<file path="config.mk">
export PLATFORM = sky130hd
export DESIGN_NAME = axi_addr_latch
export DESIGN_NICKNAME = d
export VERILOG_FILES = /design/src/rtl/axi_addr_latch.sv
export SDC_FILE = /design/constraint.sdc
export NUM_CORES = 1
export LEC_CHECK = 0
export ABC_AREA = 0
export BUFFER_PORTS_ARGS = -buffer_cell sky130_fd_sc_hd__clkbuf_2
export CORE_MARGIN = 2
export CORE_UTILIZATION = 40
export CTS_CLUSTER_DIAMETER = 60
export DETAILED_ROUTE_END_ITERATION = 6
export PLACE_DENSITY = 0.58
export SLEW_MARGIN = 10
export SYNTH_ARGS = -nofsm -noshare
export SYNTH_HDL_FRONTEND = slang
export SYNTH_SLANG_ARGS = --single-unit
</file>
<file path="constraint.sdc">
create_clock -name ACLK -period 7.45 [get_ports ACLK]
set_input_delay 1.49 -clock ACLK [delete_from_list [all_inputs] [get_ports ACLK]]
set_output_delay 1.49 -clock ACLK [all_outputs]
set_load 0.01 [all_outputs]
</file>
<file path="src/rtl/axi_addr_latch.sv">
// -----------------------------------------------------------------------------
// axi_addr_latch
//
// Captures one AXI3 address-channel request (AW or AR). It then replays the
// request as a sequence of peripheral byte addresses, one per O_VALID/O_READY
// handshake. O_LAST flags the final access of the burst. A beat wider than
// the peripheral data path (SIZE > p_size) is split into 2^(SIZE-p_size)
// narrower accesses.
//
// Parameters
//   masters  width of the one-hot MASTER tag
//   width    address width in bits
//   p_size   peripheral data width = 2^p_size bytes
//   id_bits  transaction ID width
//
// Ports
//   ACLK, ARESETn         clock, synchronous active-low reset
//   MASTER, ID, ADDR,     request fields, latched on VALID && READY
//   LEN, SIZE, BURST
//   LOCK, CACHE, PROT     accepted for interface completeness, not used
//   VALID / READY         request handshake
//   O_MASTER, O_ID        tag of the active request, held for the burst
//   O_ADDR, O_LAST        current peripheral access
//   O_VALID / O_READY     access handshake
// -----------------------------------------------------------------------------
module axi_addr_latch #(
  parameter int masters = 4,
  parameter int width   = 22,
  parameter int p_size  = 3,
  parameter int id_bits = 2
) (
  input  logic               ACLK,
  input  logic               ARESETn,
  input  logic [masters-1:0] MASTER,
  input  logic [id_bits-1:0] ID,
  input  logic [width-1:0]   ADDR,
  input  logic [3:0]         LEN,
  input  logic [2:0]         SIZE,
  input  logic [1:0]         BURST,
  input  logic [1:0]         LOCK,
  input  logic [3:0]         CACHE,
  input  logic [2:0]         PROT,
  input  logic               VALID,
  output logic               READY,
  output logic [masters-1:0] O_MASTER,
  output logic [id_bits-1:0] O_ID,
  output logic [width-1:0]   O_ADDR,
  output logic               O_LAST,
  output logic               O_VALID,
  input  logic               O_READY
);

  // Up to 16 beats x 2^7 sub-accesses = 2048 accesses.
  localparam int CNT_W = 12;

  localparam logic [1:0] BURST_FIXED = 2'd0;
  localparam logic [1:0] BURST_WRAP  = 2'd2;

  typedef enum logic {
    S_IDLE,
    S_BUSY
  } state_t;

  state_t             state_q, state_d;
  logic [masters-1:0] master_q, master_d;
  logic [id_bits-1:0] id_q, id_d;
  logic [width-1:0]   addr_q, addr_d;
  logic [CNT_W-1:0]   cnt_q, cnt_d;         // accesses remaining, incl. current
  logic [2:0]         e_q, e_d;             // log2 of access step in bytes
  logic [6:0]         kmask_q, kmask_d;     // sub-accesses per beat minus one
  logic [1:0]         burst_q, burst_d;
  logic [width-1:0]   fbase_q, fbase_d;     // FIXED: beat start, SIZE-aligned
  logic [width-1:0]   wmask_q, wmask_d;     // WRAP: boundary minus one

  // ---------------------------------------------------------------------------
  // Request decode: derived values that are latched together with the request
  // ---------------------------------------------------------------------------
  logic [2:0]       req_e;
  logic [2:0]       req_sub_log;
  logic [CNT_W-1:0] req_cnt;
  logic [6:0]       req_kmask;
  logic [width-1:0] req_fbase;
  logic [width-1:0] req_wmask;

  always_comb begin
    req_e       = (SIZE < 3'(p_size)) ? SIZE : 3'(p_size);
    req_sub_log = SIZE - req_e;
    req_cnt     = (CNT_W'(LEN) + CNT_W'(1)) << req_sub_log;
    req_kmask   = 7'((8'd1 << req_sub_log) - 8'd1);
    req_fbase   = ADDR & ~((width'(1) << SIZE) - width'(1));
    req_wmask   = ((width'(LEN) + width'(1)) << SIZE) - width'(1);
  end

  // ---------------------------------------------------------------------------
  // Address sequencing for the active burst
  // ---------------------------------------------------------------------------
  logic [width-1:0] step;
  logic [width-1:0] aligned;
  logic [width-1:0] incr;
  logic             beat_end;
  logic [width-1:0] next_addr;

  always_comb begin
    step    = width'(1) << e_q;
    aligned = addr_q & ~(step - width'(1));
    incr    = aligned + step;
    // Current access closes its beat when the accesses still to come after it
    // are a whole number of beats.
    beat_end = ((cnt_q - CNT_W'(1)) & CNT_W'(kmask_q)) == '0;
    unique case (burst_q)
      BURST_FIXED: next_addr = beat_end ? fbase_q : incr;
      BURST_WRAP:  next_addr = (aligned & ~wmask_q) | (incr & wmask_q);
      default:     next_addr = incr;     // INCR and reserved
    endcase
  end

  // ---------------------------------------------------------------------------
  // Handshakes
  // ---------------------------------------------------------------------------
  logic busy;
  logic last;
  logic hs;
  logic accept;

  always_comb begin
    busy   = (state_q == S_BUSY);
    last   = busy && (cnt_q == CNT_W'(1));
    hs     = busy && O_READY;
    // READY is also open during the final access handshake so a queued
    // request is taken without a bubble.
    READY  = ARESETn && (!busy || (hs && last));
    accept = VALID && READY;
  end

  // ---------------------------------------------------------------------------
  // Next-state logic
  // ---------------------------------------------------------------------------
  always_comb begin
    state_d  = state_q;
    master_d = master_q;
    id_d     = id_q;
    addr_d   = addr_q;
    cnt_d    = cnt_q;
    e_d      = e_q;
    kmask_d  = kmask_q;
    burst_d  = burst_q;
    fbase_d  = fbase_q;
    wmask_d  = wmask_q;

    unique case (state_q)
      S_IDLE: begin
        if (accept) begin
          state_d = S_BUSY;
        end
      end
      S_BUSY: begin
        if (hs && last) begin
          state_d = accept ? S_BUSY : S_IDLE;
        end else if (hs) begin
          addr_d = next_addr;
          cnt_d  = cnt_q - CNT_W'(1);
        end
      end
      default: state_d = S_IDLE;
    endcase

    if (accept) begin
      master_d = MASTER;
      id_d     = ID;
      addr_d   = ADDR;
      cnt_d    = req_cnt;
      e_d      = req_e;
      kmask_d  = req_kmask;
      burst_d  = BURST;
      fbase_d  = req_fbase;
      wmask_d  = req_wmask;
    end
  end

  // ---------------------------------------------------------------------------
  // State registers
  // ---------------------------------------------------------------------------
  always_ff @(posedge ACLK) begin
    if (!ARESETn) begin
      state_q  <= S_IDLE;
      master_q <= '0;
      id_q     <= '0;
      addr_q   <= '0;
      cnt_q    <= '0;
      e_q      <= '0;
      kmask_q  <= '0;
      burst_q  <= '0;
      fbase_q  <= '0;
      wmask_q  <= '0;
    end else begin
      state_q  <= state_d;
      master_q <= master_d;
      id_q     <= id_d;
      addr_q   <= addr_d;
      cnt_q    <= cnt_d;
      e_q      <= e_d;
      kmask_q  <= kmask_d;
      burst_q  <= burst_d;
      fbase_q  <= fbase_d;
      wmask_q  <= wmask_d;
    end
  end

  // ---------------------------------------------------------------------------
  // Outputs
  // ---------------------------------------------------------------------------
  always_comb begin
    O_VALID  = busy;
    O_LAST   = last;
    O_ADDR   = addr_q;
    O_MASTER = master_q;
    O_ID     = id_q;
  end

  logic unused_attr;
  assign unused_attr = ^{LOCK, CACHE, PROT};

endmodule

</file>
; After elaboration in Yosys (flattened, before gate mapping)
; Index checks and enable logic that the tools add are counted.
[op_classes]
n_shift = 5
n_bitwise = 10
eq_ne = 3
addsub = 9
order_cmp = 1
muxes = 14
n_reduce_logical = 12
[ops]
columns = operator, count
row1 = two-way mux 22 bit, 5
row2 = bitwise AND 22 bit, 4
row3 = inverter 22 bit, 3
row4 = subtractor 22 x 1 -> 22 bit (second input constant), 3
row5 = two-way mux 12 bit, 4
row6 = one-hot mux 22 bit (2 select lines), 1
row7 = left shift 1 x 3 -> 22 bit (first input constant), 2
row8 = adder 22 bit, 1
row9 = OR 22 bit, 1
row10 = left shift 5 x 3 -> 22 bit, 1
row11 = bitwise AND 12 x 7 -> 12 bit, 1
row12 = == test 12 x 1 -> 1 bit (second input constant), 1
row13 = zero test 12 bit, 1
row14 = left shift 5 x 3 -> 12 bit, 1
row15 = subtractor 12 x 1 -> 12 bit (second input constant), 1
row16 = adder 4 x 1 -> 5 bit (second input constant), 2
row17 = left shift 1 x 3 -> 7 bit (first input constant), 1
row18 = subtractor 7 x 1 -> 7 bit (second input constant), 1
row19 = logical AND 1 bit, 5
row20 = nonzero test 2 bit, 2
row21 = less-than comparator 3 x 2 -> 1 bit (second input constant), 1
row22 = two-way mux 3 bit, 1
row23 = AND reduction 3 bit, 1
row24 = subtractor 3 bit, 1
row25 = other kinds (8), 9
[totals]
input_bits = 50
output_inout_bits = 31
wordCells = 64
regBits = 97

; Depth between registers and ports, before layout
[logic_depth]
ltp_word = 12
ltp_mapped = 16
depth_no_buf = 13

; Worst setup path after synthesis
; Ideal clock, no wire load.
[synth_timing]
path_kind = input-to-reg
start = in SIZE[2]
end = reg kmask_q[4]
arrival_time_ps = 4127
slack_ps = 3195
path_buffers = 3
cell_stages = 15
cell_sequence = clkbuf_1 buf_1 clkbuf_1 nand2_1 ha_1 xnor2_1 nor2_1 nand2_1 ha_1 nor2b_1 a21o_1 a21oi_1 o211ai_1 o21ai_0 nor2_1
[synth_between]
elab_chain_len = 5
[synth_lines]
columns = element, line
row1 = "start, declared", 38  ; input logic [2:0] SIZE,
row2 = less-than comparator 3 x 2 -> 1 bit, 86  ; req_e = (SIZE < 3'(p_size)) ? SIZE : 3'(p_size);
row3 = two-way mux 3 bit, 86
row4 = subtractor 3 bit (*), 87  ; req_sub_log = SIZE - req_e;
row5 = left shift 1 x 3 -> 7 bit (*), 89  ; req_kmask = 7'((8'd1 << req_sub_log) - 8'd1);
row6 = subtractor 7 x 1 -> 7 bit (*), 89
row7 = "end signal, assigned", 202  ; kmask_q <= kmask_d;
row8 = "end, declared", 70  ; logic [6:0] kmask_q, kmask_d;
; Mark *: on every way between the ends. The rest lies on a longest branch, timed or not.
; A chain may end at the register's enable or synchronous reset.

; Worst setup path in the final report
; Ends and elaborated chain as after synthesis.

==> results.cfg <==
[timing]
hold_violations = 0
period_minus_slack_ns = 5.096
rsz0062_at_grt = no
clock_skew_ns = 0.005670
slew_headroom = 0.4067
finalSetupTns_ns = 0
slew_viol_final = 0
fin_crit_sh = 0.6840
setup_violations = 0
fmax_mhz = 196.2
worst_pin_slew_ns = 0.8900

[route]
wl_per_cell_um = 17.46
via_per_inst = 5.812
post-route-drc-count = 0
drt_iter0_markers = 571
drt-pass1-iter-count = 5
ant_nets = 0
routed_wl_mm = 19.12
routed-via-count = 6364

[cts]
root_buffer = clkbuf_16
ctsHoldBuffers = 0
postCtsSetupBuffers = 0
cts_max_path_buffers = 2
htree_levels = 3
clkLatencyLatePin_ns = 0.35
clock-sinks = 95
numCtsBuffers = 9
cts_resized = 0
clk_pin_slew_ns = 0.07
cts_tree = done

[logic_synthesis]
yosys_warnings = 0
synthCells = 856
synthFlopType = dfxtp_1
syn-num-nets = 919
ys_ff_latch = 95
synth_cell_types = 91
synthDominantCellAreaShare = 0.2942
synth_edf_count = 0
avgSynthCellArea_um2 = 7.551
synth_area_leaders = dfxtp_1 (29%), nand2_1 (5.6%), a21oi_1 (5.3%), o21ai_0 (5.3%), nor2_1 (3.9%)
synth_top_area_cell = dfxtp_1
netlist_area_um2 = 6464
yosysSeqAreaShare = 0.2942
ys_async_sr_fraction = 0

[worst_setup_path]
path_cells = clkbuf_2 > nor2b_1 > inv_1 > ha_1 > xnor2_1 > nor2_1 > nand2_1 > ha_1 > nor2b_1 > a21o_1 > a21oi_1 > o211ai_1 > o21ai_0 > nor2_1
criticalPathCategory = in2reg
endpoint_kind = flip-flop
worst_setup_path_start_kind = input port
crit_slowest_cell = nor2b_1
required_ns = 7.74
cp_max_fo = 29
slowest_delay_ns = 0.76
worstPathArrival_ns = 5.38

[layout]
final_net_count = 937
drive_above_1_share = 0.1411
post-route-util = 0.4544
nFillCells = 1651
antenna_cells = 0
syn_to_final_growth_pct = 11.27

[power_and_ir_drop]
p_leak_uw = 0.002755
ir_drop_mv = 0.1113
power_density_nw_per_um2 = 210.4

[run]
drv_cap = 0

[hold_path]
holdCritPathClass = reg2reg

[global_route]
gr-total-overflow = 0
grt_pass1_wl_mm = 31.25
first_global_vias = 5824
grt_util_all_layers = 0.2214
antenna_found_initial = 0
grt_max_degree = 84

[floorplan]
start_util = 0.4084
die_x_um = 131.1
dieArea_um2 = 17190
die_h_um = 131.1
ios = 81
rows = 46
core-area_um2 = 15830

[place]
dp_hpwl_mm = 12.65
place.gp.congestion = 0.8549
io_buffers = 71

[run_status]
outcome = finished clean
[layer usage]
layer  track usage  share of wire
met1        0.3129           0.48
met2        0.3494           0.46
met3       0.03742          0.050
met4       0.05978          0.015
met5             0              0
[state kept, by name (all words and copies together), names as in the netlist]
signal	count
O_ADDR	22
fbase_q	22
wmask_q	20
cnt_q	12
kmask_q	7
O_MASTER	4
e_q	3
O_ID	2
burst_q	2
O_VALID	1
[layout by cell type (no fill, tap or decap), types with 10 or more instances in the layout]
master and count:
nand2b_1 13, ha_1 12, o211ai_1 11, clkbuf_2 71, o21ai_0 68, a21o_1 13, or3_1 11, o21ai_1 10
nor2b_1 15, nand3_1 31, mux2i_1 10, a31oi_1 11, xnor2_1 12, nor2_1 66, and2_1 11, dfxtp_1 95
nor3_1 28, inv_1 24, xor2_1 16, nand2_1 96, a21oi_1 68
[cells by family after synthesis]
group                    after synthesis  synth area share
AO/OA/AOI/OAI                        276            0.2834
XOR/XNOR                              29           0.04046
adder cells (fa/ha/maj)               13           0.02633
buffers and inverters                 96           0.06310
flip-flops                            95            0.2942
multiplexers                          14           0.02555
AND/OR/NAND/NOR                      333            0.2669
[cell type report]
class,instances,area (um2),area share
inverter,26,97.59,0.01357
clock inverter,4,76.32,0.01061
clock buffer,12,256.5,0.03566
timing repair buffer,77,400.4,0.05567
sequential,95,1902,0.2644
tap,216,270.3,0.03758
multi-input combinational,665,4189,0.5825
[path summary, 6_finish.rpt]
path / start / end / slack, ns / cells after the start
min reg2reg: fbase_q[6] / fbase_q[6] / 0.45 / 2
max: SIZE[2] / kmask_q[4] / 2.35 / 14
min: fbase_q[6] / fbase_q[6] / 0.45 / 2
max reg2reg: e_q[0] / O_ADDR[20] / 3.61 / 10
[per-stage QoR]
stage / hold WS, ns / setup WS (ns) / instance area (um2) / power [uW] / instances
2_1_floorplan: 0.4211 / 3.195 / 6464 / 879.9 / 856
3_3_place_gp: 0.4352 / 2.066 / 6859 / 990.5 / 1079
3_5_place_dp: 0.4437 / 2.026 / 6859 / 991.4 / 1079
4_1_cts: 0.4528 / 2.350 / 7192 / 1521 / 1095
5_1_grt: 0.4682 / 1.897 / 7192 / 1598 / 1095
6_report: 0.4484 / 2.354 / 7192 / 1513 / 1095
[worst max-delay path: cells and delay by family]
family                   cells  cell delay, ns
AND/OR/NAND/NOR              5            1.38
AO/OA/AOI/OAI                4            0.45
adder cells (fa/ha/maj)      2            0.66
XOR/XNOR                     1            0.52
buffers and inverters        2            0.86
[power breakdown]
group          switching (uW)  internal (uW)
clock network             214            314
logic                     244            145
registers                50.0            547
total                     507           1010
[synthesized netlist by cell type, drive strengths merged, types with 13 or more instances]
cell / count
clkbuf: 39
a31oi: 13
buf: 31
o21ai: 78
a21oi: 68
dfxtp: 95
xnor2: 13
nor3: 31
inv: 26
xor2: 16
nor2b: 15
a21o: 13
nand3: 32
nand2b: 13
nor2: 67
nand2: 97
No activity file was read; power rests on OpenSTA's default activity.
